--- src/rtl/pipeline_hazard_ctrl.sv ---
`default_nettype none
// ============================================================================
// Module   : pipeline_hazard_ctrl
// Purpose  : Central stall/flush controller for the 5-stage 64-bit pipeline.
//            Detects load-use hazards and taken-branch flushes, and runs a
//            req/ack handshake with a variable-latency data memory. While the
//            access is outstanding it freezes the pipeline and bubbles MEM/WB.
// Ports    : clk, reset (async, active-low)
//            id_rs1/id_rs2/ex_rd/ex_memread/ex_branch_taken - hazard inputs
//            mem_memread/mem_memwrite/dmem_ack             - memory handshake
//            dmem_req                                      - request (Moore)
//            stall_pc/stall_ifid/stall_idex/stall_exmem     - register holds
//            bubble_idex/flush_ifid/bubble_memwb            - bubble/flush
//            mem_timeout                                    - sticky fatal flag
//            stall_cycles                                   - saturating count
// Revision : 1.0 - initial release
// ============================================================================
module pipeline_hazard_ctrl #(
  parameter int TIMEOUT_CYCLES = 15
) (
  input  logic        clk,
  input  logic        reset,
  input  logic [4:0]  id_rs1,
  input  logic [4:0]  id_rs2,
  input  logic [4:0]  ex_rd,
  input  logic        ex_memread,
  input  logic        ex_branch_taken,
  input  logic        mem_memread,
  input  logic        mem_memwrite,
  input  logic        dmem_ack,
  output logic        dmem_req,
  output logic        stall_pc,
  output logic        stall_ifid,
  output logic        stall_idex,
  output logic        stall_exmem,
  output logic        bubble_idex,
  output logic        flush_ifid,
  output logic        bubble_memwb,
  output logic        mem_timeout,
  output logic [31:0] stall_cycles
);

  localparam int CNT_W = $clog2(TIMEOUT_CYCLES + 1);
  localparam logic [CNT_W-1:0] C_TIMEOUT = CNT_W'(TIMEOUT_CYCLES);
  localparam logic [31:0]      C_SAT     = 32'hFFFF_FFFF;

  typedef enum logic [1:0] {
    ST_IDLE  = 2'd0,
    ST_WAIT  = 2'd1,
    ST_ERROR = 2'd2
  } state_t;

  state_t           r_state;
  logic [CNT_W-1:0] r_wait_cnt;
  logic             r_dmem_req;
  logic             r_mem_timeout;
  logic [31:0]      r_stall_cycles;

  logic             w_access;
  logic             w_freeze;
  logic             w_load_use;
  logic             w_stall_front;
  logic [CNT_W-1:0] w_cnt_next;

  assign w_access   = mem_memread | mem_memwrite;
  // The detection cycle in IDLE is already frozen so the MEM instruction
  // stays put while the request is raised on the following cycle.
  assign w_freeze   = ((r_state == ST_IDLE) && w_access) ||
                      ((r_state == ST_WAIT) && !dmem_ack) ||
                      (r_state == ST_ERROR);
  assign w_load_use = ex_memread && (ex_rd != 5'd0) &&
                      ((ex_rd == id_rs1) || (ex_rd == id_rs2));
  // A taken branch discards the ID instruction, so it overrides load-use.
  assign w_stall_front = w_freeze || (!ex_branch_taken && w_load_use);
  assign w_cnt_next    = r_wait_cnt + CNT_W'(1);

  assign stall_pc     = w_stall_front;
  assign stall_ifid   = w_stall_front;
  assign stall_idex   = w_freeze;
  assign stall_exmem  = w_freeze;
  assign bubble_idex  = !w_freeze && (ex_branch_taken || w_load_use);
  assign flush_ifid   = !w_freeze && ex_branch_taken;
  assign bubble_memwb = w_freeze;

  assign dmem_req     = r_dmem_req;
  assign mem_timeout  = r_mem_timeout;
  assign stall_cycles = r_stall_cycles;

  always_ff @(posedge clk or negedge reset) begin
    if (!reset) begin
      r_state        <= ST_IDLE;
      r_wait_cnt     <= '0;
      r_dmem_req     <= 1'b0;
      r_mem_timeout  <= 1'b0;
      r_stall_cycles <= '0;
    end else begin
      if (w_stall_front && (r_stall_cycles != C_SAT)) begin
        r_stall_cycles <= r_stall_cycles + 32'd1;
      end

      case (r_state)
        ST_IDLE: begin
          if (w_access) begin
            r_state    <= ST_WAIT;
            r_dmem_req <= 1'b1;
            r_wait_cnt <= '0;
          end
        end
        ST_WAIT: begin
          if (dmem_ack) begin
            r_state    <= ST_IDLE;
            r_dmem_req <= 1'b0;
          end else if (w_cnt_next == C_TIMEOUT) begin
            // Counter stops at TIMEOUT_CYCLES; ERROR is terminal so it
            // can never wrap.
            r_state       <= ST_ERROR;
            r_dmem_req    <= 1'b0;
            r_mem_timeout <= 1'b1;
            r_wait_cnt    <= w_cnt_next;
          end else begin
            r_wait_cnt <= w_cnt_next;
          end
        end
        ST_ERROR: begin
          r_state    <= ST_ERROR;
          r_dmem_req <= 1'b0;
        end
        default: begin
          r_state    <= ST_IDLE;
          r_dmem_req <= 1'b0;
        end
      endcase
    end
  end

endmodule
`default_nettype wire

--- config.mk ---
export PLATFORM = sky130hd
export DESIGN_NAME = pipeline_hazard_ctrl
export DESIGN_NICKNAME = d
export VERILOG_FILES = /design/src/rtl/pipeline_hazard_ctrl.sv
export SDC_FILE = /design/constraint.sdc
export NUM_CORES = 1
export LEC_CHECK = 0
export ABC_AREA = 0
export CELL_PAD_IN_SITES_DETAIL_PLACEMENT = 1
export CELL_PAD_IN_SITES_GLOBAL_PLACEMENT = 1
export CORE_ASPECT_RATIO = 0.7
export CORE_MARGIN = 1.5
export CORE_UTILIZATION = 36
export DETAILED_ROUTE_END_ITERATION = 10
export GPL_TIMING_DRIVEN = 0
export PLACE_DENSITY_LB_ADDON = 0.1
export SYNTH_ARGS = -nofsm -noshare
export SYNTH_HDL_FRONTEND = slang
export SYNTH_SLANG_ARGS = --single-unit
--- constraint.sdc ---
create_clock -name clk -period 2.5 [get_ports clk]
set_clock_uncertainty 0.05 [all_clocks]
set_input_delay 0.625 -clock clk [delete_from_list [all_inputs] [get_ports clk]]
set_output_delay 0.625 -clock clk [all_outputs]
set_load 0.1 [all_outputs]
==> flow_metrics.env <==
export IMPL_outcome="finished with violations"
export IMPL_violations="negative setup slack"
export IMPL_cellLeakagePower_nw=1.54
export IMPL_clock_root_buffer="clkbuf_8"
export IMPL_clk_pin_slew_ns=0.08
export IMPL_avgSynthCellArea_um2=10.2
export IMPL_cts_made_buffers=5
export IMPL_ctsHoldBuffers=0
export IMPL_first_global_vias=1790
export IMPL_synth_edff_count=0
export IMPL_ys_async_sr_fraction_pct=100
export IMPL_vias_per_cell=4.94
export IMPL_antenna_left=0
export IMPL_path_max_fanout=3
export IMPL_grt_max_degree=23
export IMPL_cts_sinks=39
export IMPL_io_buffers=62
export IMPL_cp_end_kind="primary output"
export IMPL_dp_hpwl_um=4300
export IMPL_worstPathArrival_ns=1.90
export IMPL_via_count=1803
export IMPL_worstMarginPinSlew_ns=0.998
export IMPL_ir_drop_uv=462
export IMPL_rows=23
export IMPL_setup_viol=2
export IMPL_fill_cells=640
export IMPL_crit_required_ns=1.82
export IMPL_firstDrtPassIters=4
export IMPL_hold_viol=0
export IMPL_cts_tree="yes"
export IMPL_final_common_cell="dlygate4sd2_1"
export IMPL_pre_cts_slack_ns=-1.42
export IMPL_insertion_delay_ns=0.29
export IMPL_slew_headroom_pct=33.4
export IMPL_drive_gt1_share_pct=32.5
export IMPL_fin_crit_sh_pct=103
export IMPL_drc=0
export IMPL_die_h_um=67.6
export IMPL_ys_types=36
export IMPL_worstSetupPathType="in -> out"
export IMPL_initial_utilization_pct=37.5
export IMPL_period_minus_slack_ns=2.57
export IMPL_wl_per_cell_um=15.6
export IMPL_total_power_mw=2.30
export IMPL_cp_start_kind="primary input"
export IMPL_hold_path_class="in -> async"
export IMPL_syn_num_nets=235
export IMPL_powerDensity_mw_per_mm2=713
export IMPL_syn_area_mm2=0.00215
export IMPL_cap_violations=0
export IMPL_antenna_found_initial=1
export IMPL_wirelength_um=5680
export IMPL_gp_congestion=0.756
export IMPL_drtIter0Drc=43
export IMPL_cts_max_level=2
export IMPL_ys_ff_latch=39
export IMPL_rsz0062_at_grt="true"
export IMPL_synthFlopType="dfrtp_1"
export IMPL_core_mm2=0.00573
export IMPL_multi_input_area_mm2=0.00125
export IMPL_grt_pass1_wl_um=9170
export IMPL_nets=313
export IMPL_final_core_util_pct=56.2
export IMPL_die_area_mm2=0.00644
export IMPL_track_usage_pct=18.9
export IMPL_io_pins=63
export IMPL_most_common_layout_cells="dlygate4sd2_1, dfrtp_1, xor2_1"
export IMPL_layout_cells_non_filler=365
export IMPL_yosysWarnings=0
export IMPL_dieWidth_um=95.3
export IMPL_seqCellArea_um2=998
export IMPL_ctsLongestPathBuffers=2
export IMPL_fmax_mhz=389
export IMPL_ys_seq_area_share_pct=45.5
export IMPL_overflow=0
export IMPL_fin_ws_ns=-0.0701
export IMPL_placedCellCount=348
export IMPL_synthCells=210
export IMPL_area_growth_syn_to_layout_pct=49.9
export IMPL_slew_violations=0
==> critical path: stages <==
cell	delay, ns
buf_8	0.09
or4_4	0.53
o21ai_2	0.14
or2b_4	0.14
o21bai_4	0.07
buf_12	0.13
buf_12	0.15
==> area by class of cell <==
type                       instances  area share, %
timing repair buffer              71           21.1
tap                               75           2.91
antenna                            1         0.0777
buffer                             6           2.06
multi-input combinational        161           38.9
clock inverter                     3           1.36
inverter                           4          0.466
clock buffer                       5           2.14
sequential                        39           31.0
==> per-layer routing <==
metal / global-route usage [%] / wire length (um) / vias up
li1: - / - / 883
met1: 27.6 / 2840 / 878
met2: 27.9 / 2500 / 40
met3: 5.41 / 327 / 2
met4: 3.36 / 19 / 0
met5: 0 / 0 / -
==> through the flow <==
step / TNS (ns) / cell area (um^2) / hold slack (ns)
floorplan: -2.91 / 2290 / 0.279
global placement: -29.13 / 3010 / 0.399
detailed placement: -15.43 / 3030 / 0.406
CTS: -0.215 / 3140 / 0.240
global route: -0.284 / 3220 / 0.252
finish: -0.0969 / 3220 / 0.235
==> cells in the mapped netlist, types with 3 or more instances <==
master / n / area [um^2]
nor3_1: 6 / 30.0
inv_1: 4 / 15.0
nor4_1: 5 / 31.3
xor2_1: 23 / 201
and3_1: 4 / 25.0
xnor2_1: 20 / 175
o21ai_0: 8 / 40.0
nor2_1: 17 / 63.8
buf_4: 3 / 22.5
dfrtp_1: 39 / 976
nand3_2: 5 / 50.1
ha_1: 3 / 37.5
and4_1: 3 / 26.3
nand3_1: 7 / 35.0
nand4_1: 14 / 87.6
and2_1: 3 / 18.8
nand2_1: 24 / 90.1
==> path summary, 6_finish.rpt <==
path	to	cells past startpoint	startpoint	slack, ns
worst max-delay path	stall_pc	7	ex_rd[1]	-0.07
worst min-delay path	stall_cycles[10]	1	reset	0.24
worst max register to register	stall_cycles[13]	8	stall_cycles[1]	0.20
worst min register to register	mem_timeout	1	mem_timeout	0.41
max in group asynchronous	dmem_req	2	reset	1.68
min in group clk	mem_timeout	1	mem_timeout	0.41
==> logic make-up (layout without fill, tap and decap cells) <==
logic type / Yosys count / after routing / synth area share [%]
compound gates: 17 / 17 / 6.24
xor+xnor: 43 / 43 / 17.5
fa+ha+maj: 3 / 3 / 1.75
buf+inv: 10 / 89 / 3.03
flops: 39 / 39 / 45.5
other cells: 0 / 1 / 0
simple gates: 98 / 98 / 26.0
==> report_power, final <==
part,total (mW),switching [mW],internal [mW]
Sequential,0.809,0.103,0.706
Clock,0.529,0.232,0.297
Combinational,0.957,0.706,0.251
==> registers in the layout, summed over array words and instances, names as in the netlist <==
register and flops:
dmem_req 1, mem_timeout 1, r_state 1, r_wait_cnt 4
stall_cycles 32
==> what timing repair did <==
action,in CTS,in global routing
endpoints found under the hold margin,0,0
pin swaps,16,13
resized for setup,125,16
buffers inserted,2,6
setup endpoints to repair,49,9
No activity file was read; power rests on OpenSTA's default activity.
==> RTL edit (config.mk and constraints unchanged) <==
Change the parameter `TIMEOUT_CYCLES` from 15 to 14.
--- a/src/rtl/pipeline_hazard_ctrl.sv
+++ b/src/rtl/pipeline_hazard_ctrl.sv
@@ -16,7 +16,7 @@
 // Revision : 1.0 - initial release
 // ============================================================================
 module pipeline_hazard_ctrl #(
-  parameter int TIMEOUT_CYCLES = 15
+  parameter int TIMEOUT_CYCLES = 14
 ) (
   input  logic        clk,
   input  logic        reset,
Formal check against the unedited RTL: no difference found for any inputs over 10 cycles, from zero or initial values and one cycle with reset low; that may be too few to reach the edited logic, so the function may still have changed.
==> RTL edit against the unedited design <==
The run still ends with setup timing left; fmax fell by 6.2%; total power is 6.7% higher; die area rose by 0.67%; routed wire length increased by 4.6%; area after synthesis increased by 0.70%; final area is 0.47% lower; sequential cell count stayed put; worst setup slack lost 0.17 ns; critical path type unchanged; critical endpoint unchanged.
==> RTL edit: results <==
export IMPL_final_area_um2=3204
export IMPL_drt_iter0_drc=85
export IMPL_cts_resized=124
export IMPL_multi_input_area_share_pct=37.84
export IMPL_clkCellAreaFrac_pct=4.139
export IMPL_reg2reg_to="stall_cycles[1]"
export IMPL_grt_max_degree=30
export IMPL_grt_first_pass_wirelength_um=9487
export IMPL_crit_arrival_ns=2.07
export IMPL_multi_input_cells=175
export IMPL_routed_wl_um=5945
export IMPL_wl_met2_um=2637
export IMPL_fin_ws_ns=-0.2413
export IMPL_nFillCells=667
export IMPL_met1_length_um=2997
export IMPL_syn_num_nets=251
export IMPL_placed_cell_area_um2=2992
export IMPL_ys_types=37
export IMPL_ff2ff_setup_slack_ns=0.17
export IMPL_met2_usage_pct=29.93
export IMPL_dr_wl_met3_um=248
export IMPL_clkbuf_count=6
export IMPL_outcome="finished, violations left"
export IMPL_nNonClkInverters=3
export IMPL_drive_gt1_share_pct=24.26
export IMPL_hpwlAfterDp_um=4343
export IMPL_synth_area_leaders="dfrtp_1 45%, xnor2_1 12%, nand3_1 5.6%"
export IMPL_synth_area_per_cell_um2=9.567
export IMPL_core_area_um2=5756
export IMPL_setup_violations_final=3
export IMPL_grt_use_met1_pct=28.09
export IMPL_wire_per_inst_um=15.64
export IMPL_synth_common_cells="39 x dfrtp_1, 30 x xnor2_1, 24 x nand3_1"
export IMPL_reg2reg_from="stall_cycles[0]"
export IMPL_dr_pass1_iters=4
export IMPL_buf_share_pct=23.43
export IMPL_n_antenna_cell=0
export IMPL_antenna_found_initial=0
export IMPL_dp_cells=364
export IMPL_tightest_slew_ns=0.9876
export IMPL_gp_congestion=0.7069
export IMPL_yosysSeqAreaShare_pct=45.14
export IMPL_path_max_fanout=4
export IMPL_met3_usage_pct=3.778
export IMPL_post_cts_buffers=6
export IMPL_vias_per_cell=5.118
export IMPL_violations="setup timing"
export IMPL_setup_tns_ns=-0.5370
export IMPL_place_ws_ns=-1.573
export IMPL_signal_buffers=80
RTL edit: changes by cell type in the layout (fill, tap and decap cells not counted), sizes merged, moves of 3 or more:
cell,delta
xor2,-11
dlygate4sd2,+5
nor2,+4
nor4,-3
nor3,-3
and3,+4
nand3,+12
xnor2,+10
and4,-3
RTL edit: cells by family (layout without fill, tap and decap cells):
group / after synthesis / in the layout / share of synthesized area [%]
adders and majority gates: 3 / 3 / 1.736
xor gates and xnor gates: 42 / 42 / 17.01
AOI/OAI and AO/OA: 18 / 18 / 4.862
DFF: 39 / 39 / 45.14
buffers and inverters: 12 / 91 / 3.067
and+or+nand+nor: 111 / 111 / 27.49
muxes: 1 / 1 / 0.6942
RTL edit: power by group:
group | internal, mW | total (mW) | switching, mW
Clock | 0.399 | 0.637 | 0.238
Sequential | 0.710 | 0.799 | 0.0894
Combinational | 0.272 | 1.01 | 0.741
Total | 1.38 | 2.45 | 1.07
